File: src/rtl/dmem_arbiter_if.sv
// dmem_arbiter_if -- request/response bundle between one requester and the
// data-memory arbiter.
//
// Signals:
//   req_valid   requester has a request pending
//   req_ready   arbiter accepts the request this cycle
//   req_we      1 = store, 0 = load
//   req_size    01 = word, 10 = half, 11 = byte, 00 = illegal
//   req_sign    sign-extend a load
//   req_addr    byte address
//   req_wdata   store data
//   resp_valid  response available to this requester
//   resp_ready  requester takes the response
//   resp_rdata  load data (0 for stores and errors)
//   resp_err    request was illegal
//
// Modports: master = requester side, slave = arbiter side.
interface dmem_arbiter_if;
  logic        req_valid;
  logic        req_ready;
  logic        req_we;
  logic [1:0]  req_size;
  logic        req_sign;
  logic [31:0] req_addr;
  logic [31:0] req_wdata;
  logic        resp_valid;
  logic        resp_ready;
  logic [31:0] resp_rdata;
  logic        resp_err;

  modport master (
    output req_valid, req_we, req_size, req_sign, req_addr, req_wdata, resp_ready,
    input  req_ready, resp_valid, resp_rdata, resp_err
  );

  modport slave (
    input  req_valid, req_we, req_size, req_sign, req_addr, req_wdata, resp_ready,
    output req_ready, resp_valid, resp_rdata, resp_err
  );
endinterface

File: src/rtl/dmem_arbiter.sv
// dmem_arbiter -- two-port round-robin arbiter in front of a single data
// memory. One transaction in flight at a time, no queueing.
//
// Ports:
//   clk             single clock, all state on posedge
//   rst             asynchronous, active-high reset
//   m0, m1          requester ports (dmem_arbiter_if.slave)
//   mem_write_mem   store strobe/size: 01 word, 10 half, 11 byte, 00 idle
//   mem_read_mem    load strobe: [1:0] size as above, [2] signed, 000 idle
//   mem_address     byte address of the access
//   mem_write_data  store data
//   mem_out_mem     combinational read data from the memory
//
// Parameter:
//   MEM_BYTES       memory size in bytes; addr + size_bytes > MEM_BYTES is
//                   out of range
//
// Build option:
//   DMEM_ARB_ALIGN_CHK_EN  when defined, misaligned word/half accesses are
//                          rejected as illegal; otherwise they go to memory
//                          unchanged.
//
// state  | meaning
// IDLE   | waiting for a request; grants one port combinationally
// ACCESS | memory strobes active for one cycle, read data captured
// RESP   | response held to the owner until resp_ready
module dmem_arbiter #(
  parameter int unsigned MEM_BYTES = 128
) (
  input  logic          clk,
  input  logic          rst,
  dmem_arbiter_if.slave m0,
  dmem_arbiter_if.slave m1,
  output logic [1:0]    mem_write_mem,
  output logic [2:0]    mem_read_mem,
  output logic [31:0]   mem_address,
  output logic [31:0]   mem_write_data,
  input  logic [31:0]   mem_out_mem
);

  typedef enum logic [1:0] {
    ST_IDLE   = 2'd0,
    ST_ACCESS = 2'd1,
    ST_RESP   = 2'd2
  } state_t;

  state_t      state_q;
  logic        last_q;
  logic        owner_q;
  logic        we_q;
  logic [1:0]  size_q;
  logic        sign_q;
  logic [31:0] addr_q;
  logic [31:0] wdata_q;
  logic        illegal_q;
  logic [1:0]  mem_write_q;
  logic [2:0]  mem_read_q;
  logic        resp_valid_q;
  logic [31:0] resp_rdata_q;
  logic        resp_err_q;

  logic        any_valid;
  logic        grant_d;
  logic        accept;
  logic        sel_we;
  logic [1:0]  sel_size;
  logic        sel_sign;
  logic [31:0] sel_addr;
  logic [31:0] sel_wdata;
  logic        illegal_d;
  logic        owner_resp_ready;

  function automatic logic [2:0] size_bytes(input logic [1:0] size);
    case (size)
      2'b01:   return 3'd4;
      2'b10:   return 3'd2;
      2'b11:   return 3'd1;
      default: return 3'd0;
    endcase
  endfunction

  // Range check is done one bit wider so addresses near 2^32 cannot wrap
  // back into range.
  function automatic logic is_illegal(input logic [1:0] size, input logic [31:0] addr);
    logic [32:0] end_addr;
    logic        bad;
    end_addr = {1'b0, addr} + {30'd0, size_bytes(size)};
    bad      = (size == 2'b00) || (end_addr > 33'(MEM_BYTES));
`ifdef DMEM_ARB_ALIGN_CHK_EN
    if ((size == 2'b01) && (addr[1:0] != 2'b00)) bad = 1'b1;
    if ((size == 2'b10) && addr[0])              bad = 1'b1;
`endif
    return bad;
  endfunction

  // Round-robin: on a tie the port that did not win last time is granted.
  always_comb begin
    any_valid = m0.req_valid | m1.req_valid;
    grant_d   = 1'b0;
    if (m0.req_valid && m1.req_valid) begin
      grant_d = ~last_q;
    end else if (m1.req_valid) begin
      grant_d = 1'b1;
    end

    sel_we    = grant_d ? m1.req_we    : m0.req_we;
    sel_size  = grant_d ? m1.req_size  : m0.req_size;
    sel_sign  = grant_d ? m1.req_sign  : m0.req_sign;
    sel_addr  = grant_d ? m1.req_addr  : m0.req_addr;
    sel_wdata = grant_d ? m1.req_wdata : m0.req_wdata;
    illegal_d = is_illegal(sel_size, sel_addr);

    // rst is folded in so ready stays low while reset is held.
    accept = (state_q == ST_IDLE) && any_valid && !rst;

    owner_resp_ready = owner_q ? m1.resp_ready : m0.resp_ready;
  end

  assign m0.req_ready = accept & ~grant_d;
  assign m1.req_ready = accept &  grant_d;

  assign m0.resp_valid = resp_valid_q & ~owner_q;
  assign m1.resp_valid = resp_valid_q &  owner_q;
  assign m0.resp_rdata = owner_q ? 32'd0 : resp_rdata_q;
  assign m1.resp_rdata = owner_q ? resp_rdata_q : 32'd0;
  assign m0.resp_err   = resp_err_q & ~owner_q;
  assign m1.resp_err   = resp_err_q &  owner_q;

  assign mem_write_mem  = mem_write_q;
  assign mem_read_mem   = mem_read_q;
  assign mem_address    = addr_q;
  assign mem_write_data = wdata_q;

  // Memory strobes are registered on the accept edge so they are live for
  // exactly the ACCESS cycle and drop on the ACCESS edge.
  always_ff @(posedge clk or posedge rst) begin
    if (rst) begin
      state_q      <= ST_IDLE;
      last_q       <= 1'b1;
      owner_q      <= 1'b0;
      we_q         <= 1'b0;
      size_q       <= 2'b00;
      sign_q       <= 1'b0;
      addr_q       <= 32'd0;
      wdata_q      <= 32'd0;
      illegal_q    <= 1'b0;
      mem_write_q  <= 2'b00;
      mem_read_q   <= 3'b000;
      resp_valid_q <= 1'b0;
      resp_rdata_q <= 32'd0;
      resp_err_q   <= 1'b0;
    end else begin
      case (state_q)
        ST_IDLE: begin
          if (accept) begin
            owner_q   <= grant_d;
            last_q    <= grant_d;
            we_q      <= sel_we;
            size_q    <= sel_size;
            sign_q    <= sel_sign;
            addr_q    <= sel_addr;
            wdata_q   <= sel_wdata;
            illegal_q <= illegal_d;
            if (!illegal_d) begin
              if (sel_we) begin
                mem_write_q <= sel_size;
              end else begin
                mem_read_q  <= {sel_sign, sel_size};
              end
            end
            state_q <= ST_ACCESS;
          end
        end

        ST_ACCESS: begin
          mem_write_q  <= 2'b00;
          mem_read_q   <= 3'b000;
          resp_valid_q <= 1'b1;
          resp_err_q   <= illegal_q;
          resp_rdata_q <= (illegal_q || we_q) ? 32'd0 : mem_out_mem;
          state_q      <= ST_RESP;
        end

        ST_RESP: begin
          if (owner_resp_ready) begin
            resp_valid_q <= 1'b0;
            state_q      <= ST_IDLE;
          end
        end

        default: begin
          state_q <= ST_IDLE;
        end
      endcase
    end
  end

  // size_q and sign_q are held for the whole transaction so the latched
  // request is complete; the strobes already carry them during ACCESS.
  logic unused_latched;
  assign unused_latched = ^{size_q, sign_q};

endmodule

File: src/flat_wrapper.sv
// flat-port wrapper written by rule: the top's interface ports become plain ports
module dmem_arbiter_flat 
#(
  parameter int unsigned MEM_BYTES = 128
)
  (clk, rst, mem_write_mem, mem_read_mem, mem_address, mem_write_data, mem_out_mem, m0_req_valid, m0_req_we, m0_req_size, m0_req_sign, m0_req_addr, m0_req_wdata, m0_resp_ready, m0_req_ready, m0_resp_valid, m0_resp_rdata, m0_resp_err, m1_req_valid, m1_req_we, m1_req_size, m1_req_sign, m1_req_addr, m1_req_wdata, m1_resp_ready, m1_req_ready, m1_resp_valid, m1_resp_rdata, m1_resp_err);
  dmem_arbiter_if m0_i ();
  dmem_arbiter_if m1_i ();
  input  logic clk;
  input  logic rst;
  output logic [1:0] mem_write_mem;
  output logic [2:0] mem_read_mem;
  output logic [31:0] mem_address;
  output logic [31:0] mem_write_data;
  input  logic [31:0] mem_out_mem;
  input wire logic [$bits(m0_i.req_valid)-1:0] m0_req_valid;
  input wire logic [$bits(m0_i.req_we)-1:0] m0_req_we;
  input wire logic [$bits(m0_i.req_size)-1:0] m0_req_size;
  input wire logic [$bits(m0_i.req_sign)-1:0] m0_req_sign;
  input wire logic [$bits(m0_i.req_addr)-1:0] m0_req_addr;
  input wire logic [$bits(m0_i.req_wdata)-1:0] m0_req_wdata;
  input wire logic [$bits(m0_i.resp_ready)-1:0] m0_resp_ready;
  output wire logic [$bits(m0_i.req_ready)-1:0] m0_req_ready;
  output wire logic [$bits(m0_i.resp_valid)-1:0] m0_resp_valid;
  output wire logic [$bits(m0_i.resp_rdata)-1:0] m0_resp_rdata;
  output wire logic [$bits(m0_i.resp_err)-1:0] m0_resp_err;
  input wire logic [$bits(m1_i.req_valid)-1:0] m1_req_valid;
  input wire logic [$bits(m1_i.req_we)-1:0] m1_req_we;
  input wire logic [$bits(m1_i.req_size)-1:0] m1_req_size;
  input wire logic [$bits(m1_i.req_sign)-1:0] m1_req_sign;
  input wire logic [$bits(m1_i.req_addr)-1:0] m1_req_addr;
  input wire logic [$bits(m1_i.req_wdata)-1:0] m1_req_wdata;
  input wire logic [$bits(m1_i.resp_ready)-1:0] m1_resp_ready;
  output wire logic [$bits(m1_i.req_ready)-1:0] m1_req_ready;
  output wire logic [$bits(m1_i.resp_valid)-1:0] m1_resp_valid;
  output wire logic [$bits(m1_i.resp_rdata)-1:0] m1_resp_rdata;
  output wire logic [$bits(m1_i.resp_err)-1:0] m1_resp_err;
  assign m0_i.req_valid = m0_req_valid;
  assign m0_i.req_we = m0_req_we;
  assign m0_i.req_size = m0_req_size;
  assign m0_i.req_sign = m0_req_sign;
  assign m0_i.req_addr = m0_req_addr;
  assign m0_i.req_wdata = m0_req_wdata;
  assign m0_i.resp_ready = m0_resp_ready;
  assign m0_req_ready = m0_i.req_ready;
  assign m0_resp_valid = m0_i.resp_valid;
  assign m0_resp_rdata = m0_i.resp_rdata;
  assign m0_resp_err = m0_i.resp_err;
  assign m1_i.req_valid = m1_req_valid;
  assign m1_i.req_we = m1_req_we;
  assign m1_i.req_size = m1_req_size;
  assign m1_i.req_sign = m1_req_sign;
  assign m1_i.req_addr = m1_req_addr;
  assign m1_i.req_wdata = m1_req_wdata;
  assign m1_i.resp_ready = m1_resp_ready;
  assign m1_req_ready = m1_i.req_ready;
  assign m1_resp_valid = m1_i.resp_valid;
  assign m1_resp_rdata = m1_i.resp_rdata;
  assign m1_resp_err = m1_i.resp_err;
  dmem_arbiter #(.MEM_BYTES(MEM_BYTES)) u_core (.clk(clk), .rst(rst), .m0(m0_i), .m1(m1_i), .mem_write_mem(mem_write_mem), .mem_read_mem(mem_read_mem), .mem_address(mem_address), .mem_write_data(mem_write_data), .mem_out_mem(mem_out_mem));
endmodule
File: config.mk
export PLATFORM = sky130hd
export DESIGN_NAME = dmem_arbiter_flat
export DESIGN_NICKNAME = d
export VERILOG_FILES = /design/src/rtl/dmem_arbiter_if.sv /design/src/rtl/dmem_arbiter.sv /design/src/flat_wrapper.sv
export SDC_FILE = /design/constraint.sdc
export NUM_CORES = 1
export LEC_CHECK = 0
export CAP_MARGIN = 0
export CORE_ASPECT_RATIO = 0.5
export CORE_UTILIZATION = 46
export DETAILED_ROUTE_END_ITERATION = 12
export PLACE_DENSITY = 0.95
export SETUP_SLACK_MARGIN = 0.1
export SLEW_MARGIN = 0
export SYNTH_ARGS = -nofsm -noshare
export SYNTH_HDL_FRONTEND = slang
export SYNTH_SLANG_ARGS = --single-unit
File: constraint.sdc
create_clock -name clk -period 10.6 [get_ports clk]
set_input_delay 1.06 -clock clk [delete_from_list [all_inputs] [get_ports clk]]
set_output_delay 1.06 -clock clk [all_outputs]
set_load 0.1 [all_outputs]
-- After elaboration in Yosys (flattened, before gate mapping)
Index checks and enable logic that the tools add are counted.
- register bits after elaboration: 109
- latch bits: 0
- bits in writable memories: 0
- bits in read-only memories: 0
- input port bits: 174
- logic and storage cells: 74
- memories kept: 0
- add/subtract/negate cells: 1
- multipliers: 0
- divide/modulo/power cells: 0
- magnitude comparators: 1
- equal/unequal tests: 10
- shifts and indexed selects: 0
- multiplexer cells: 25
- bitwise operators: 10
- reductions and logical operators: 15
- operators with widths (cell ; count):
    $mux 32 ; 5
    $add 32x3->33 ; 1
    $gt 33x8->1 const B ; 1
    $mux 2 ; 6
    $mux 3 ; 3
    $pmux 3 s3 ; 1
    $reduce_and 4->1 ; 2
    $and 1x1->1 ; 6
    $eq 2x2->1 const B ; 3
    $mux 1 ; 6
    $ne 2x1->1 const B ; 3
    $pmux 2 s3 ; 1
    $pmux 3 s2 ; 1
    $reduce_and 2->1 ; 3
    $eq 2x1->1 const B ; 2
    $logic_not 2->1 ; 2
    $ne 2x2->1 const B ; 2
    $pmux 2 s2 ; 1
    $reduce_bool 2->1 ; 2
    $logic_and 1x1->1 ; 3
    $not 1->1 ; 3
    $logic_or 1x1->1 ; 2
    $pmux 1 s2 ; 1
    $logic_not 1->1 ; 1
    $or 1x1->1 ; 1

-- Longest topological paths before layout
Gate-level depths: netlist of the first run.
- depth after elaboration: 11
- gate-level depth with buffers: 20

-- Worst setup path before layout of the first run
No wires, ideal clock.
- path type: input port to flip-flop
- start point: in m1_req_valid
- end point: reg u_core.mem_read_q[0] (netlist: u_core.mem_read_mem[0])
- arrival time: 5.444 ns
- data required time: 10.513 ns
- slack: 5.070 ns
- stages on the path: 20
- cell sequence: a21boi_2 buf_6 buf_12 buf_8 buf_4 clkbuf_1 nand2_1 and2_1 nor2_1 ha_1 fa_1 a21oi_1 or4b_1 and2_1 a2111oi_2 o211ai_1 or4_1 buf_2 or4_4 o211ai_1
- word-level cells in the longest chain between the ends: 10
- elaborated cells between the ends (all ways): 25
- classes of those cells: add/sub: 1; order compare: 1; eq/ne: 6; mux: 10; bitwise: 1; reduce/logical: 6
- ends and longest elaborated chain (item ; line ; RTL):
    from (decl) ; flat_wrapper.sv:27 ; input wire logic [$bits(m1_i.req_valid)-1:0] m1_req_valid;
    $mux 1 or $logic_and 1x1->1 (tied branches) ; dmem_arbiter.sv:102, dmem_arbiter.sv:100 ;
    $mux 1 ; dmem_arbiter.sv:100 ; if (m0.req_valid && m1.req_valid) begin
    $mux 2 ; dmem_arbiter.sv:107 ; sel_size = grant_d ? m1.req_size : m0.req_size;
    $eq 2x2->1 or $eq 2x1->1 (tied branches) ; dmem_arbiter.sv:74 ; case (size)
    $pmux 3 s3 ; dmem_arbiter.sv:74 ;
    $add 32x3->33 ; dmem_arbiter.sv:87 ; end_addr = {1'b0, addr} + {30'd0, size_bytes(size)};
    $gt 33x8->1 ; dmem_arbiter.sv:88 ; bad = (size == 2'b00) || (end_addr > 33'(MEM_BYTES));
    $logic_or 1x1->1 ; dmem_arbiter.sv:88 ;
    $ne 2x2->1 (no source line) ; -- ;
    $reduce_and 4->1 (no source line) ; -- ;
    to (signal assigned) ; dmem_arbiter.sv:168 ; mem_read_q <= {sel_sign, sel_size};
    to (decl) ; dmem_arbiter.sv:57 ; logic [2:0] mem_read_q;
Parallel ways exist; a longest one is shown, timed or not. The select of a mux whose other input is x is not followed.
A chain may end at the register's enable or synchronous reset.

-- Worst setup path after layout of the first run
- start point: in m1_req_valid
- end point: reg u_core.mem_read_q[1] (netlist: u_core.mem_read_mem[1])
The elaborated chain is that of the path after synthesis.

==> metrics.txt, run 1 <==
Syn Area/Cell=8.59 sq um; htree depth=3; Post-synth ARST share=100%; CP Cell Sequence=clkdlybuf4s50_1, a21boi_4, buf_4, nand2_1, and2_1, nor2_1, ha_1, fa_1, a21oi_1, or4b_1, and2_1, a2111oi_2, o211ai_1, or4_1, or4_4, o211ai_1; commonest cells after routing, fill and taps aside=clkdlybuf4s50_1, nand2_1, dfrtp_1; area fraction of the dominant cell type after synthesis=39.3%; commonest non-fill, non-tap cell in the layout=clkdlybuf4s50_1; Post-Syn Instances=800; VDD IR max=0.171 mV; status=finished, final reports clean; syn nets=978; initial antenna violation count=0; worst slew pin tran=1030 ps; via count=7,230; Post-CTS Hold Buffers=0; post-DP HPWL=18,200 um; TNS Setup=0 ps; top cells by area, synth=dfrtp_1, nand2_1, mux2i_1; clock buffer depth=2; Startpoint Class=primary input; Clock transition at path regs=80 ps; ANT cells=0; die width=175 um; critical path launch point=m1_req_valid; Seq pwr share=23.8%; root buf cell=clkbuf_16; Worst EP arrival=6320 ps; number of synthesized register bits=109; synth warn=0; leakage=4.23 nW; max_cap viols=0; Setup violations, final=0; synth unique cells=74; Netlist Area Pre-Place=6870 sq um; CORE AREA=14,500 sq um; TritonCTS Sinks=109; Total Nets Final=1,254; Reg2Reg Launch Point=u_core.last_q; Cell Int Power=1.12 mW; Num CTS Buffers=9; switch share=58.5%; crit-path max FO=83; hold_sp=u_core.mem_address[23]; Power Dens Cells=261 nW/um^2; final hold vios=0; Die H=88.4 um; period utilization=57.2%; detailed router's first-iteration violation count=565; Routed wire per std cell=18.4 um; Pwr Total=2.70 mW; row count=31; All-Layer GR Usage=29.1%; worst hold path type=flip-flop to flip-flop; Seq/Total Area, Yosys=39.7%; first-pass GRT wire length=35,400 um; Initial Util=47.4%; vias per cell=5.65; placer's final routability congestion estimate=0.990; cell taking the most area after synthesis=dfrtp_1; pins over their slew limit=0; IO Count=313; Area Overhead vs Synth=50.6%; die area=15,500 sq um; Fmax=165 MHz; Min Clock Period, post-route=6060 ps; RSZ-0062 raised after global routing=false; Clk pwr share=12.5%; CP max stage cell=buf_4; Remaining DRCs=0; post-CTS sizing=0; CTS tree=yes; post-CTS setup buffer count=0; WL final=23,500 um; NetSw=1.58 mW; Clock Skew=7.88 ps; antenna viol nets, final=0; Slew HR=31.1%; vias in the first global route=6,731; fillcell total=1,093; DRT Pass-1 Iters=7; critical path's largest stage delay=780 ps; CP endpoint kind=flip-flop; worst setup path category=primary input to flip-flop; PortBufs=312; Worst-Skew Late Latency=350 ps; worst path required time=10,860 ps; largest net degree at the start of global routing=88; grt total ovfl=0; Comb power frac=63.7%; number of synthesized flops with an enable pin=0; layout cells sized above 1=5.00%; top_reg_cell synth=dfrtp_1
cell usage after synthesis, types with 4 or more instances:
library cell	count
nand2_1	165
dfrtp_1	108
nor2_1	59
and2_1	43
a31oi_1	41
clkbuf_1	41
nor2b_1	34
a22o_1	32
mux2i_1	31
o21ai_0	26
nand3_1	24
nand4_1	19
nor3_1	14
nor4_1	13
o211ai_1	12
xnor2_1	9
a21oi_1	8
or4_1	7
mux2_2	6
a21o_1	5
and3_1	5
nand2b_1	5
buf_2	4
buf_6	4
inv_1	4
o31ai_1	4
o41ai_1	4
registers in the layout, summed over array words and instances, names as in the netlist:
register               count
u_core.resp_valid_q        1
u_core.resp_err_q          1
u_core.illegal_q           1
u_core.mem_write_data     32
u_core.owner_q             1
u_core.mem_read_mem        3
u_core.mem_write_mem       2
u_core.last_q              1
u_core.resp_rdata_q       32
u_core.state_q             2
u_core.we_q                1
u_core.mem_address        32
power by group through the flow:
stage	logic [mW]	clock network [mW]	registers [mW]
after global routing	1.79	0.361	0.660
final	1.72	0.337	0.645
after CTS	1.72	0.343	0.643
after floorplan	0.415	0	1.50
after global placement	1.70	0	0.642
after detailed placement	1.72	0	0.651
per-layer routing:
layer | wire length [um] | global-route usage (%)
met3 | 1640 | 4.98
met2 | 11300 | 48.6
met4 | 609 | 10.1
met1 | 9910 | 38.8
met5 | 0 | 0
critical path: cells and delay by family:
family                   cells  cell delay (ps)
adder cells (fa/ha/maj)      2              460
AND/OR/NAND/NOR              7             2260
AO/OA/AOI/OAI                5             1220
buffers and inverters        2             1300
path summary, 6_finish.rpt:
path | end | cells after the start | slack, ps
setup / recovery | u_core.mem_read_mem[1] | 16 | 4540
hold / removal | u_core.mem_address[23] | 2 | 490
setup reg to reg | u_core.mem_read_mem[1] | 15 | 5390
hold reg to reg | u_core.mem_address[23] | 2 | 490
max in group asynchronous | u_core.mem_address[9] | 3 | 8200
min in group asynchronous | u_core.resp_rdata_q[23] | 2 | 1190
cell type report:
type | instances | area, sq um | share of cell area (%)
flip-flops and latches | 109 | 2730 | 26.4
clock buffers | 10 | 239 | 2.31
well taps | 198 | 248 | 2.39
multi-input cells | 631 | 3870 | 37.4
repair buffers | 320 | 3180 | 30.8
inverters | 5 | 21.3 | 0.206
clock inverters | 6 | 57.6 | 0.556
kinds of logic after synthesis:
family / share of synthesized area, %
AND/OR/NAND/NOR: 29.6
AO/OA/AOI/OAI: 17.7
flip-flops: 39.7
buffers and inverters: 4.24
multiplexers: 6.39
XOR/XNOR: 1.53
adder cells (fa/ha/maj): 0.837
per-stage QoR:
stage | hold WS, ps | std cells | cell area [sq um] | util, % | worst slack (ps)
global placement | 463 | 1263 | 10100 | 69.3 | 4390
finish | 486 | 1279 | 10300 | 71.3 | 4540
CTS | 487 | 1279 | 10300 | 71.3 | 4580
floorplan | 451 | 800 | 6870 | - | 5070
global route | 519 | 1279 | 10300 | 71.3 | 4240
detailed placement | 470 | 1263 | 10100 | 69.3 | 4230
(Power assumes the default switching activity.)
==> run 2, diff against run 1 <==
- CORE_UTILIZATION: 46 -> 43
- PLACE_DENSITY: 0.95 -> 0.94
- clock period: 10.6 -> 5.6 ns (I/O delays scaled with it)
==> run 2 against run 1 <==
  * Via count grew 0.90%
  * Sequential cell count is the same
  * Routed wire length up 2.2%
  * Final area rose by 0.29%
  * Clock power is 99% higher
  * Power increased by 91%
  * Clock-buffer cell count unchanged
  * Core utilization shrank 4.4 points
  * Cell count increased by 0.55%
  * Die area grew 6.9%
  * Worst setup slack lost 3900 ps
  * First-iteration DRC count rose by 5.7%
==> metrics.txt, run 2 (synthesized netlist as in run 1, its figures left out) <==
WL met1=10,100 um (+2.2%); Reg2Reg Launch Point=u_core.last_q; period utilization=88.7%; Crit Reg-Reg Endpoint=u_core.mem_read_mem[1]; row count=32 (+3.2%); layout cells sized above 1=5.18% (+0.18 points); via count=7,295 (+0.90%); leakage=4.24 nW (+0.35%); All-Layer GR Usage=28.5% (-0.58 points); Hold EP=u_core.mem_address[21]; die area=16,500 sq um (+6.9%); CTS tree=yes; grt total ovfl=0 (unchanged); Clock transition at path regs=80 ps (about the same); Comb power frac=63.3% (-0.4 points); Slew HR=28.9% (-2.1 points); VDD IR max=0.369 mV (+120%); TNS Setup=0 ps (unchanged); met3 routed WL=1450 um (-12%); Remaining DRCs=0 (unchanged); antenna viol nets, final=0 (unchanged); Area Overhead vs Synth=51.0%; Worst-Skew Late Latency=340 ps (about the same); htree depth=3 (unchanged); pins over their slew limit=0 (unchanged); PortBufs=312 (unchanged); Clock Skew=8.88 ps (+1.00 ps); Setup violations, final=0 (unchanged); max_cap viols=0 (unchanged); critical path launch point=m0_req_valid; Fmax=201 MHz; Cell Int Power=2.17 mW (+93%); switch share=58.0% (-0.54 points); highest metal used=met4; Initial Util=44.4% (-3.0 points); worst reg-to-reg setup slack=880 ps (-4510 ps); hold slack=479 ps (-6.87 ps); Power Dens Cells=497 nW/um^2 (+90%); worst slew pin tran=1060 ps (+31.8 ps); vias in the first global route=6,995 (+3.9%); Storage cell area=2730 sq um (unchanged); clock buffer depth=2 (unchanged); Startpoint Class=primary input; detailed router's first-iteration violation count=597 (+5.7%); root buf cell=clkbuf_16; initial antenna violation count=0 (unchanged); Post-CTS Hold Buffers=0 (unchanged); worst hold path type=flip-flop to flip-flop; crit-path max FO=19 (-77%); Die H=91.4 um (+3.4%); NetSw=2.99 mW (+89%); CORE AREA=15,500 sq um (+6.8%); status=finished, final reports clean; Clk pwr share=13.0% (+0.5 points); worst path required time=5850 ps (-5010 ps); post-DP HPWL=18,800 um (+3.2%); post-CTS setup buffer count=0 (unchanged); Routed wire per std cell=18.7 um (+1.7%); die width=181 um (+3.4%); placer's final routability congestion estimate=0.950 (-4.0%); met2 WL=11,600 um (+2.5%); Worst EP arrival=5220 ps (-1100 ps); commonest cells after routing, fill and taps aside=clkdlybuf4s50_1, nand2_1, dfrtp_1; Seq pwr share=23.7% (about the same); post-CTS sizing=0 (unchanged); worst setup path category=primary input to flip-flop; r2r worst-path depth=14 (-1); multi-input logic area=3870 sq um (unchanged); RSZ-0062 raised after global routing=false; hold depth=2 (unchanged); commonest non-fill, non-tap cell in the layout=clkdlybuf4s50_1; final hold vios=0 (unchanged); TritonCTS Sinks=109 (unchanged); hold_sp=u_core.mem_address[21]; Num CTS Buffers=9 (unchanged); Total Nets Final=1,255 (+0.080%); DRT Pass-1 Iters=7 (unchanged); largest net degree at the start of global routing=88 (unchanged); CP endpoint kind=flip-flop; Min Clock Period, post-route=4970 ps; fillcell total=1,206 (+10%); vias per cell=5.67 (+0.35%); first-pass GRT wire length=37,100 um (+5.0%); IO Count=313 (unchanged); ANT cells=0 (unchanged); WL final=24,000 um (+2.2%)
run 2: cell types whose count changed in the layout (fill, tap and decap cells not counted):
cell | before | now
inv_6 | 1 | 2
buf_4 | 8 | 10
clkinv_8 | 1 | 0
clkdlybuf4s50_1 | 312 | 311
clkinv_2 | 1 | 0
bufinv_16 | 0 | 1
run 2: worst max path at each step:
stage,to,slack [ps]
after floorplan,u_core.mem_read_mem[0],570
after global routing,u_core.mem_read_mem[1],370
after CTS,u_core.mem_read_mem[1],670
after detailed placement,u_core.mem_read_mem[1],360
after global placement,u_core.mem_read_mem[2],560
final,u_core.mem_read_mem[1],630
run 2: layout make-up:
type / count / area share (%)
multi-input cells: 631 / 37.3
repair buffers: 321 / 30.7
flip-flops and latches: 109 / 26.3
well taps: 204 / 2.46
clock buffers: 10 / 2.30
clock inverters: 6 / 0.723
inverters: 5 / 0.205
run 2: power by group through the flow:
stage	registers (mW)	logic, mW	clock network (mW)
final	1.22	3.27	0.669
after global routing	1.25	3.39	0.711
after CTS	1.22	3.26	0.680
after detailed placement	1.23	3.26	0
after global placement	1.21	3.22	0
after floorplan	2.84	0.786	0
run 2: critical path: stages:
cell             delay, ps
clkdlybuf4s50_1        570
a21bo_4                360
nand2_1                120
and2_1                 180
nor2_1                 110
ha_1                   190
fa_1                   270
a21oi_1                250
or4b_1                 550
and2_1                 230
a2111oi_2              390
o211ai_1               150
or4_1                  560
or4_4                  490
o211ai_1               230
run 2: through the flow:
step                      utilization [%]  area [sq um]  setup WS (ps)  power, mW  cells
after floorplan                         -          6870            570       3.62    800
after global placement               65.0         10100            564       4.44   1270
after detailed placement             65.0         10100            356       4.49   1270
after CTS                            67.0         10400            670       5.16   1286
after global routing                 67.0         10400            369       5.35   1286
final                                67.0         10400            630       5.16   1286
run 2: layer usage:
metal	global-route usage, %	up-vias
li1	-	3426
met1	36.9	3493
met2	47.5	307
met3	5.38	69
met4	10.7	0
met5	0	-
==> run 3, diff against run 2 <==
- TNS_END_PERCENT: unset -> 20
==> results of run 3 <==
No change in the layout: final DEF, timing and power equal those of run 2.
